===== src/rtl/late_sum_pkg.sv =====
// rtl/late_sum_pkg.sv - shared constants and state codes for the late-operand scheduler
// Contents: operand width W, response codes OUT_HI/OUT_LO, default threshold,
//           FSM state codes ST_IDLE/ST_WAIT_A/ST_CALC/ST_RESP.
package late_sum_pkg;

  localparam int W = 3;

  localparam logic [W-1:0] OUT_HI     = 3'b101;
  localparam logic [W-1:0] OUT_LO     = 3'b010;
  localparam logic [W-1:0] THRESH_DEF = 3'd4;

  localparam logic [1:0] ST_IDLE   = 2'd0;
  localparam logic [1:0] ST_WAIT_A = 2'd1;
  localparam logic [1:0] ST_CALC   = 2'd2;
  localparam logic [1:0] ST_RESP   = 2'd3;

endpackage


===== src/rtl/late_sum_sched_if.sv =====
// rtl/late_sum_sched_if.sv - requester/response bundle for late_sum_sched
// Signals: req, b_in, a_late, a_vld (requester side drives);
//          gnt, busy, rsp_vld, rsp_id, rsp_out, rsp_err (scheduler drives).
// Modports: master = requester side, slave = scheduler side.
// N_REQ and IDW must match the scheduler instance this bundle is bound to.
interface late_sum_sched_if
  import late_sum_pkg::*;
#(
  parameter int N_REQ = 4,
  parameter int IDW   = (N_REQ > 1) ? $clog2(N_REQ) : 1
);
  logic [N_REQ-1:0]   req;
  logic [W*N_REQ-1:0] b_in;
  logic [W*N_REQ-1:0] a_late;
  logic [N_REQ-1:0]   a_vld;
  logic [N_REQ-1:0]   gnt;
  logic               busy;
  logic               rsp_vld;
  logic [IDW-1:0]     rsp_id;
  logic [W-1:0]       rsp_out;
  logic               rsp_err;

  modport master (
    output req, b_in, a_late, a_vld,
    input  gnt, busy, rsp_vld, rsp_id, rsp_out, rsp_err
  );

  modport slave (
    input  req, b_in, a_late, a_vld,
    output gnt, busy, rsp_vld, rsp_id, rsp_out, rsp_err
  );
endinterface


===== src/rtl/late_sum_sched_rr_arb.sv =====
// rtl/late_sum_sched_rr_arb.sv - combinational round-robin picker
// Ports: req  - request vector
//        ptr  - index to start searching from (wraps)
//        gnt  - one-hot winner, idx - encoded winner, any - some request is high
module rr_arb #(
  parameter int N_REQ = 4,
  parameter int IDW   = 2
) (
  input  logic [N_REQ-1:0] req,
  input  logic [IDW-1:0]   ptr,
  output logic [N_REQ-1:0] gnt,
  output logic [IDW-1:0]   idx,
  output logic             any
);

  int             j;
  logic [IDW-1:0] jj;

  // Walk N_REQ positions starting at ptr; the first high request wins.
  always_comb begin
    gnt = '0;
    idx = '0;
    any = 1'b0;
    j   = 0;
    jj  = '0;
    for (int k = 0; k < N_REQ; k++) begin
      j = int'(ptr) + k;
      if (j >= N_REQ) j = j - N_REQ;
      jj = IDW'(j);
      if (!any && req[jj]) begin
        any     = 1'b1;
        idx     = jj;
        gnt[jj] = 1'b1;
      end
    end
  end

endmodule


===== src/rtl/late_sum_sched.sv =====
// rtl/late_sum_sched.sv - round-robin scheduler for a shared 3-bit add/compare with late operand
// Ports: clk, rst_n (async active-low), bus (late_sum_sched_if.slave).
// Optional macro LATE_TIMEOUT_EN: bounds the wait for a_late to TIMEOUT cycles and
// answers with OUT_LO and rsp_err=1 on expiry; without it rsp_err is tied low.
module late_sum_sched
  import late_sum_pkg::*;
#(
  parameter int         N_REQ   = 4,
  parameter logic [2:0] THRESH  = THRESH_DEF,
  parameter int         TIMEOUT = 8
) (
  input logic             clk,
  input logic             rst_n,
  late_sum_sched_if.slave bus
);

  localparam int IDW = (N_REQ > 1) ? $clog2(N_REQ) : 1;

  logic [1:0]       state;
  logic [IDW-1:0]   ptr;
  logic [IDW-1:0]   id;
  logic [W-1:0]     a_q;
  logic [W-1:0]     b_q;
  logic [W-1:0]     sum;
  logic [N_REQ-1:0] gnt_q;
  logic             vld_q;
  logic [IDW-1:0]   rid_q;
  logic [W-1:0]     rout_q;

  logic [N_REQ-1:0] arb_gnt;
  logic [IDW-1:0]   arb_idx;
  logic             arb_any;

  // Per-lane operand views so lane selection is a plain array index.
  logic [W-1:0] b_arr [N_REQ];
  logic [W-1:0] a_arr [N_REQ];
  for (genvar i = 0; i < N_REQ; i++) begin : g_lane
    assign b_arr[i] = bus.b_in[W*i +: W];
    assign a_arr[i] = bus.a_late[W*i +: W];
  end

  rr_arb #(
    .N_REQ (N_REQ),
    .IDW   (IDW)
  ) u_arb (
    .req (bus.req),
    .ptr (ptr),
    .gnt (arb_gnt),
    .idx (arb_idx),
    .any (arb_any)
  );

  // Carry out of the 3-bit add is intentionally dropped.
  assign sum = a_q + b_q;

`ifdef LATE_TIMEOUT_EN
  localparam int CW = $clog2(TIMEOUT + 1);
  logic [CW-1:0] cnt;
  logic          err_q;
  assign bus.rsp_err = err_q;
`else
  logic unused_timeout;
  assign unused_timeout = (TIMEOUT != 0);
  assign bus.rsp_err    = 1'b0;
`endif

  always_ff @(posedge clk or negedge rst_n) begin
    if (!rst_n) begin
      state  <= ST_IDLE;
      ptr    <= '0;
      id     <= '0;
      a_q    <= '0;
      b_q    <= '0;
      gnt_q  <= '0;
      vld_q  <= 1'b0;
      rid_q  <= '0;
      rout_q <= '0;
`ifdef LATE_TIMEOUT_EN
      cnt    <= '0;
      err_q  <= 1'b0;
`endif
    end else begin
      vld_q <= 1'b0;
      case (state)
        ST_IDLE: begin
          if (arb_any) begin
            gnt_q <= arb_gnt;
            id    <= arb_idx;
            b_q   <= b_arr[arb_idx];
            state <= ST_WAIT_A;
`ifdef LATE_TIMEOUT_EN
            cnt   <= '0;
`endif
          end
        end
        ST_WAIT_A: begin
          // A dropped request abandons the slot without advancing the pointer.
          if (!bus.req[id]) begin
            gnt_q <= '0;
            state <= ST_IDLE;
          end else if (bus.a_vld[id]) begin
            a_q   <= a_arr[id];
            state <= ST_CALC;
          end
`ifdef LATE_TIMEOUT_EN
          else if (cnt == CW'(TIMEOUT - 1)) begin
            rout_q <= OUT_LO;
            err_q  <= 1'b1;
            rid_q  <= id;
            vld_q  <= 1'b1;
            state  <= ST_RESP;
          end else begin
            cnt <= cnt + 1'b1;
          end
`endif
        end
        ST_CALC: begin
          rout_q <= (sum >= THRESH) ? OUT_HI : OUT_LO;
          rid_q  <= id;
          vld_q  <= 1'b1;
          state  <= ST_RESP;
`ifdef LATE_TIMEOUT_EN
          err_q  <= 1'b0;
`endif
        end
        ST_RESP: begin
          ptr   <= (id == IDW'(N_REQ - 1)) ? '0 : id + 1'b1;
          gnt_q <= '0;
          state <= ST_IDLE;
        end
        default: state <= ST_IDLE;
      endcase
    end
  end

  assign bus.gnt     = gnt_q;
  assign bus.busy    = (state != ST_IDLE);
  assign bus.rsp_vld = vld_q;
  assign bus.rsp_id  = rid_q;
  assign bus.rsp_out = rout_q;

endmodule

===== src/flat_wrapper.sv =====
// flat-port wrapper written by rule: the top's interface ports become plain ports
module late_sum_sched_flat import late_sum_pkg::*;
#(
  parameter int         N_REQ   = 4,
  parameter logic [2:0] THRESH  = THRESH_DEF,
  parameter int         TIMEOUT = 8
)
  (clk, rst_n, bus_req, bus_b_in, bus_a_late, bus_a_vld, bus_gnt, bus_busy, bus_rsp_vld, bus_rsp_id, bus_rsp_out, bus_rsp_err);
  late_sum_sched_if #(.N_REQ(N_REQ)) bus_i ();
  input logic clk;
  input logic rst_n;
  input wire logic [$bits(bus_i.req)-1:0] bus_req;
  input wire logic [$bits(bus_i.b_in)-1:0] bus_b_in;
  input wire logic [$bits(bus_i.a_late)-1:0] bus_a_late;
  input wire logic [$bits(bus_i.a_vld)-1:0] bus_a_vld;
  output wire logic [$bits(bus_i.gnt)-1:0] bus_gnt;
  output wire logic [$bits(bus_i.busy)-1:0] bus_busy;
  output wire logic [$bits(bus_i.rsp_vld)-1:0] bus_rsp_vld;
  output wire logic [$bits(bus_i.rsp_id)-1:0] bus_rsp_id;
  output wire logic [$bits(bus_i.rsp_out)-1:0] bus_rsp_out;
  output wire logic [$bits(bus_i.rsp_err)-1:0] bus_rsp_err;
  assign bus_i.req = bus_req;
  assign bus_i.b_in = bus_b_in;
  assign bus_i.a_late = bus_a_late;
  assign bus_i.a_vld = bus_a_vld;
  assign bus_gnt = bus_i.gnt;
  assign bus_busy = bus_i.busy;
  assign bus_rsp_vld = bus_i.rsp_vld;
  assign bus_rsp_id = bus_i.rsp_id;
  assign bus_rsp_out = bus_i.rsp_out;
  assign bus_rsp_err = bus_i.rsp_err;
  late_sum_sched #(.N_REQ(N_REQ), .THRESH(THRESH), .TIMEOUT(TIMEOUT)) u_core (.clk(clk), .rst_n(rst_n), .bus(bus_i));
endmodule

===== config.mk =====
export PLATFORM = sky130hd
export DESIGN_NAME = late_sum_sched_flat
export DESIGN_NICKNAME = d
export VERILOG_FILES = /design/src/rtl/late_sum_pkg.sv /design/src/rtl/late_sum_sched_if.sv /design/src/rtl/late_sum_sched_rr_arb.sv /design/src/rtl/late_sum_sched.sv /design/src/flat_wrapper.sv
export SDC_FILE = /design/constraint.sdc
export NUM_CORES = 1
export LEC_CHECK = 0
export BUFFER_PORTS_ARGS = -buffer_cell sky130_fd_sc_hd__buf_4
export CORE_MARGIN = 2
export CORE_UTILIZATION = 47
export DETAILED_ROUTE_END_ITERATION = 10
export PLACE_DENSITY = 0.71
export RECOVER_POWER = 100
export SYNTH_ARGS = -nofsm -noshare
export SYNTH_HDL_FRONTEND = slang
export SYNTH_SLANG_ARGS = --single-unit

===== constraint.sdc =====
create_clock -name clk -period 8.86 [get_ports clk]
set_input_delay 0.443 -clock clk [delete_from_list [all_inputs] [get_ports clk]]
set_output_delay 0.443 -clock clk [all_outputs]
set_load 0.02 [all_outputs]

==> flow_metrics.py <==
metrics = {
    "outcome": {
        "status": "complete, no violations",
    },
    "global_routing": {
        "grt_max_degree": 33,
        "first_global_vias": 1438,
        "grtUsageMet2": 0.301,
        "grtUsageTotal": 0.200,
        "grt_pass1_wl_mm": 6.93,
        "grt_remaining_overflow": 0,
        "busiest_layer": "met2",
        "antenna_found_initial": 0,
        "grt_util_met1": 0.287,
        "use_met3": 0.0378,
    },
    "setup_path": {
        "reg2reg_slack_ns": 4.56,
        "slowest_stage": "a2111oi_0",
        "startpoint_type": "flip-flop",
        "worstPathMaxFanout": 19,
        "critPathLaunch": "u_core.ptr[1]$_DFFE_PN0P_",
        "rr_worst_depth": 8,
        "r2r_start": "u_core.ptr[1]$_DFFE_PN0P_",
        "cp.required_ns": 9.02,
        "r2r-end": "u_core.b_q[2]$_DFFE_PN0P_",
        "critPathCaptureType": "flip-flop",
        "worstPathArrival_ns": 4.46,
        "crit_path_end": "u_core.b_q[2]$_DFFE_PN0P_",
        "crit_type": "reg2reg",
        "crit_path_max_incr_delay_ns": 0.82,
        "cp_cell_sequence": "inv_1, ha_1, mux4_2, nor2b_1, mux2_4, a2111oi_0, nor3_2, o41ai_2",
    },
    "placement": {
        "dp_cells": 290,
        "place_ws_ns": 5.31,
        "buffer_ports.inserted": 44,
        "gp_congestion": 0.840,
        "placed_area_sq_um": 2230,
        "dpl.hpwl_mm": 3.26,
    },
    "layout": {
        "fillerInstances": 375,
        "fin_cells": 294,
        "drive_above_1_share": 0.225,
        "fin_nets": 288,
        "final_cell_mix": "33 x buf_4, 25 x nand2_1, 21 x dfrtp_1",
        "final_common_cell": "buf_4",
        "syn2layout_area_growth_pct": 14.7,
        "fin_area_sq_um": 2200,
        "antenna_cells": 0,
    },
    "sta": {
        "period_share": 0.485,
        "drv_slew": 0,
        "tightest_slew_ns": 1.12,
        "fin_worst_skew_ns": 0.00415,
        "setup_viol": 0,
        "fmax_mhz": 233,
        "hold_viol": 0,
        "layout_setup_ws_ns": 4.56,
        "min_period_ns": 4.30,
        "relSlewSlack": 0.256,
        "rsz0062_at_grt": "no",
        "fin_hold_ws_ns": 0.366,
        "final.setup.tns_ns": 0,
    },
    "detailed_routing": {
        "ant_nets": 0,
        "wl_mm": 4.33,
        "dr.first_iter.drc_count": 77,
        "viasPerCell": 5.78,
        "dr.pass1.iters": 4,
        "dr_total_vias": 1700,
        "detail_route.wl_per_cell_um": 14.7,
        "remaining_drc_errors": 0,
    },
    "clock_network": {
        "hold_buffers": 0,
        "cts_tree": "built",
        "clock_latency_ns": 0.26,
        "clkTransAtPathRegs_ns": 0.08,
        "cts-root-buf": "clkbuf_8",
        "cts_buffers": 3,
        "cts_resized": 0,
        "clkSinkCount": 21,
        "cts_buffer_depth": 2,
        "cts_setup_buffers": 0,
        "htreeDepth": 1,
    },
    "power": {
        "power_leakage_nw": 0.962,
        "power_density_nw_per_um2": 333,
        "ir_drop_mv": 0.161,
    },
    "yosys": {
        "ys_ff_latch": 21,
        "syn_nets": 256,
        "yosysWarnings": 0,
        "yosysUniqueCellTypes": 49,
        "synth_ff_type": "dfrtp_1",
        "syn_inst": 213,
        "synth-async-reset-ratio": 1.00,
        "syn_area_sq_um": 1920,
        "ys_seq_area_frac": 0.274,
        "avgSynthCellArea_sq_um": 9.01,
        "synth-edff-count": 0,
    },
    "die": {
        "die_height_um": 67.9,
        "coreArea_sq_um": 3970,
        "start_util": 0.483,
        "dieArea_sq_um": 4610,
        "ios": 46,
        "num_rows": 23,
        "die_w_um": 67.9,
    },
    "job": {
        "maxCapViolations": 0,
    },
    "hold_path": {
        "hold_path_class": "in2async",
    },
}
cells by family (layout without fill, tap and decap cells):
| logic type | count (synthesis) | after routing | share of synthesized area |
|---|---|---|---|
| AOI/OAI and AO/OA | 60 | 60 | 0.232 |
| xor gates and xnor gates | 2 | 2 | 0.00913 |
| adders and majority gates | 9 | 9 | 0.0587 |
| buffers and inverters | 26 | 57 | 0.0639 |
| DFF | 21 | 21 | 0.274 |
| muxes | 25 | 25 | 0.185 |
| other | 1 | 1 | 0.00195 |
| and+or+nand+nor | 69 | 69 | 0.175 |
worst max-delay path: cells and delay by family, from the launching register on:
kind	cells	cell delay (ns)
AO/OA/AOI/OAI	2	1.17
multiplexers	2	0.79
flip-flops	1	0.73
adder cells (fa/ha/maj)	1	0.63
AND/OR/NAND/NOR	2	0.61
buffers and inverters	1	0.28
area by class of cell:
type                       count  area, sq um  area share
multi-input combinational    166         1240       0.565
timing repair buffer          45          293       0.133
tap                           50         62.6      0.0284
clock inverter                 1         5.00     0.00227
inverter                       8         30.0      0.0136
sequential                    21          526       0.239
clock buffer                   3         41.3      0.0188
metrics by stage:
step,power (mW),util
finish,0.734,0.555
global route,0.803,0.555
CTS,0.769,0.572
detailed placement,0.704,0.561
global placement,0.697,0.561
floorplan,0.589,-
power by group:
| part | internal, mW | switching (mW) |
|---|---|---|
| Combinational | 0.209 | 0.274 |
| Clock | 0.0314 | 0.0318 |
| Sequential | 0.140 | 0.0475 |
cells in the mapped netlist (4+ instances only):
cell	n	area share
dfrtp_1	21	0.27
nor2b_1	5	0.016
inv_1	8	0.016
ha_1	9	0.059
o21ai_0	9	0.023
a221o_1	4	0.021
clkbuf_1	11	0.022
or3_1	4	0.013
mux2i_1	7	0.037
mux2_2	8	0.047
nor2_1	15	0.029
nand2_1	25	0.049
nand2b_1	6	0.020
nor3_1	4	0.010
o211ai_1	13	0.051
mux4_2	7	0.082
a21oi_1	11	0.029
worst min-delay path by stage:
stage	slack, ns	from	cells after the start	to
after floorplan	0.15	rst_n	0	asynchronous set/reset pin
after global placement	0.34	rst_n	1	u_core.bus.gnt[2]$_DFFE_PN0P_
after detailed placement	0.34	rst_n	1	u_core.bus.rsp_vld$_DFF_PN0_
after CTS	0.05	rst_n	1	u_core.bus.rsp_vld$_DFF_PN0_
after global routing	0.46	rst_n	1	u_core.bus.rsp_vld$_DFF_PN0_
final	0.37	rst_n	1	u_core.bus.rsp_vld$_DFF_PN0_
routing by layer:
metal	up-vias	share of wire
li1	851	-
met3	6	0.044
met2	38	0.47
met4	0	0.014
met1	805	0.47
met5	-	0
sequential cells by signal, summed over array words and instances (netlist names), named ones only:
name                cells
u_core.ptr              2
u_core.state            1
u_core.b_q              3
u_core.bus.rsp_vld      1
u_core.bus.rsp_id       2
u_core.id               2
u_core.bus.gnt          4
u_core.a_q              3
u_core.bus.rsp_out      2
(Power assumes the default switching activity.)
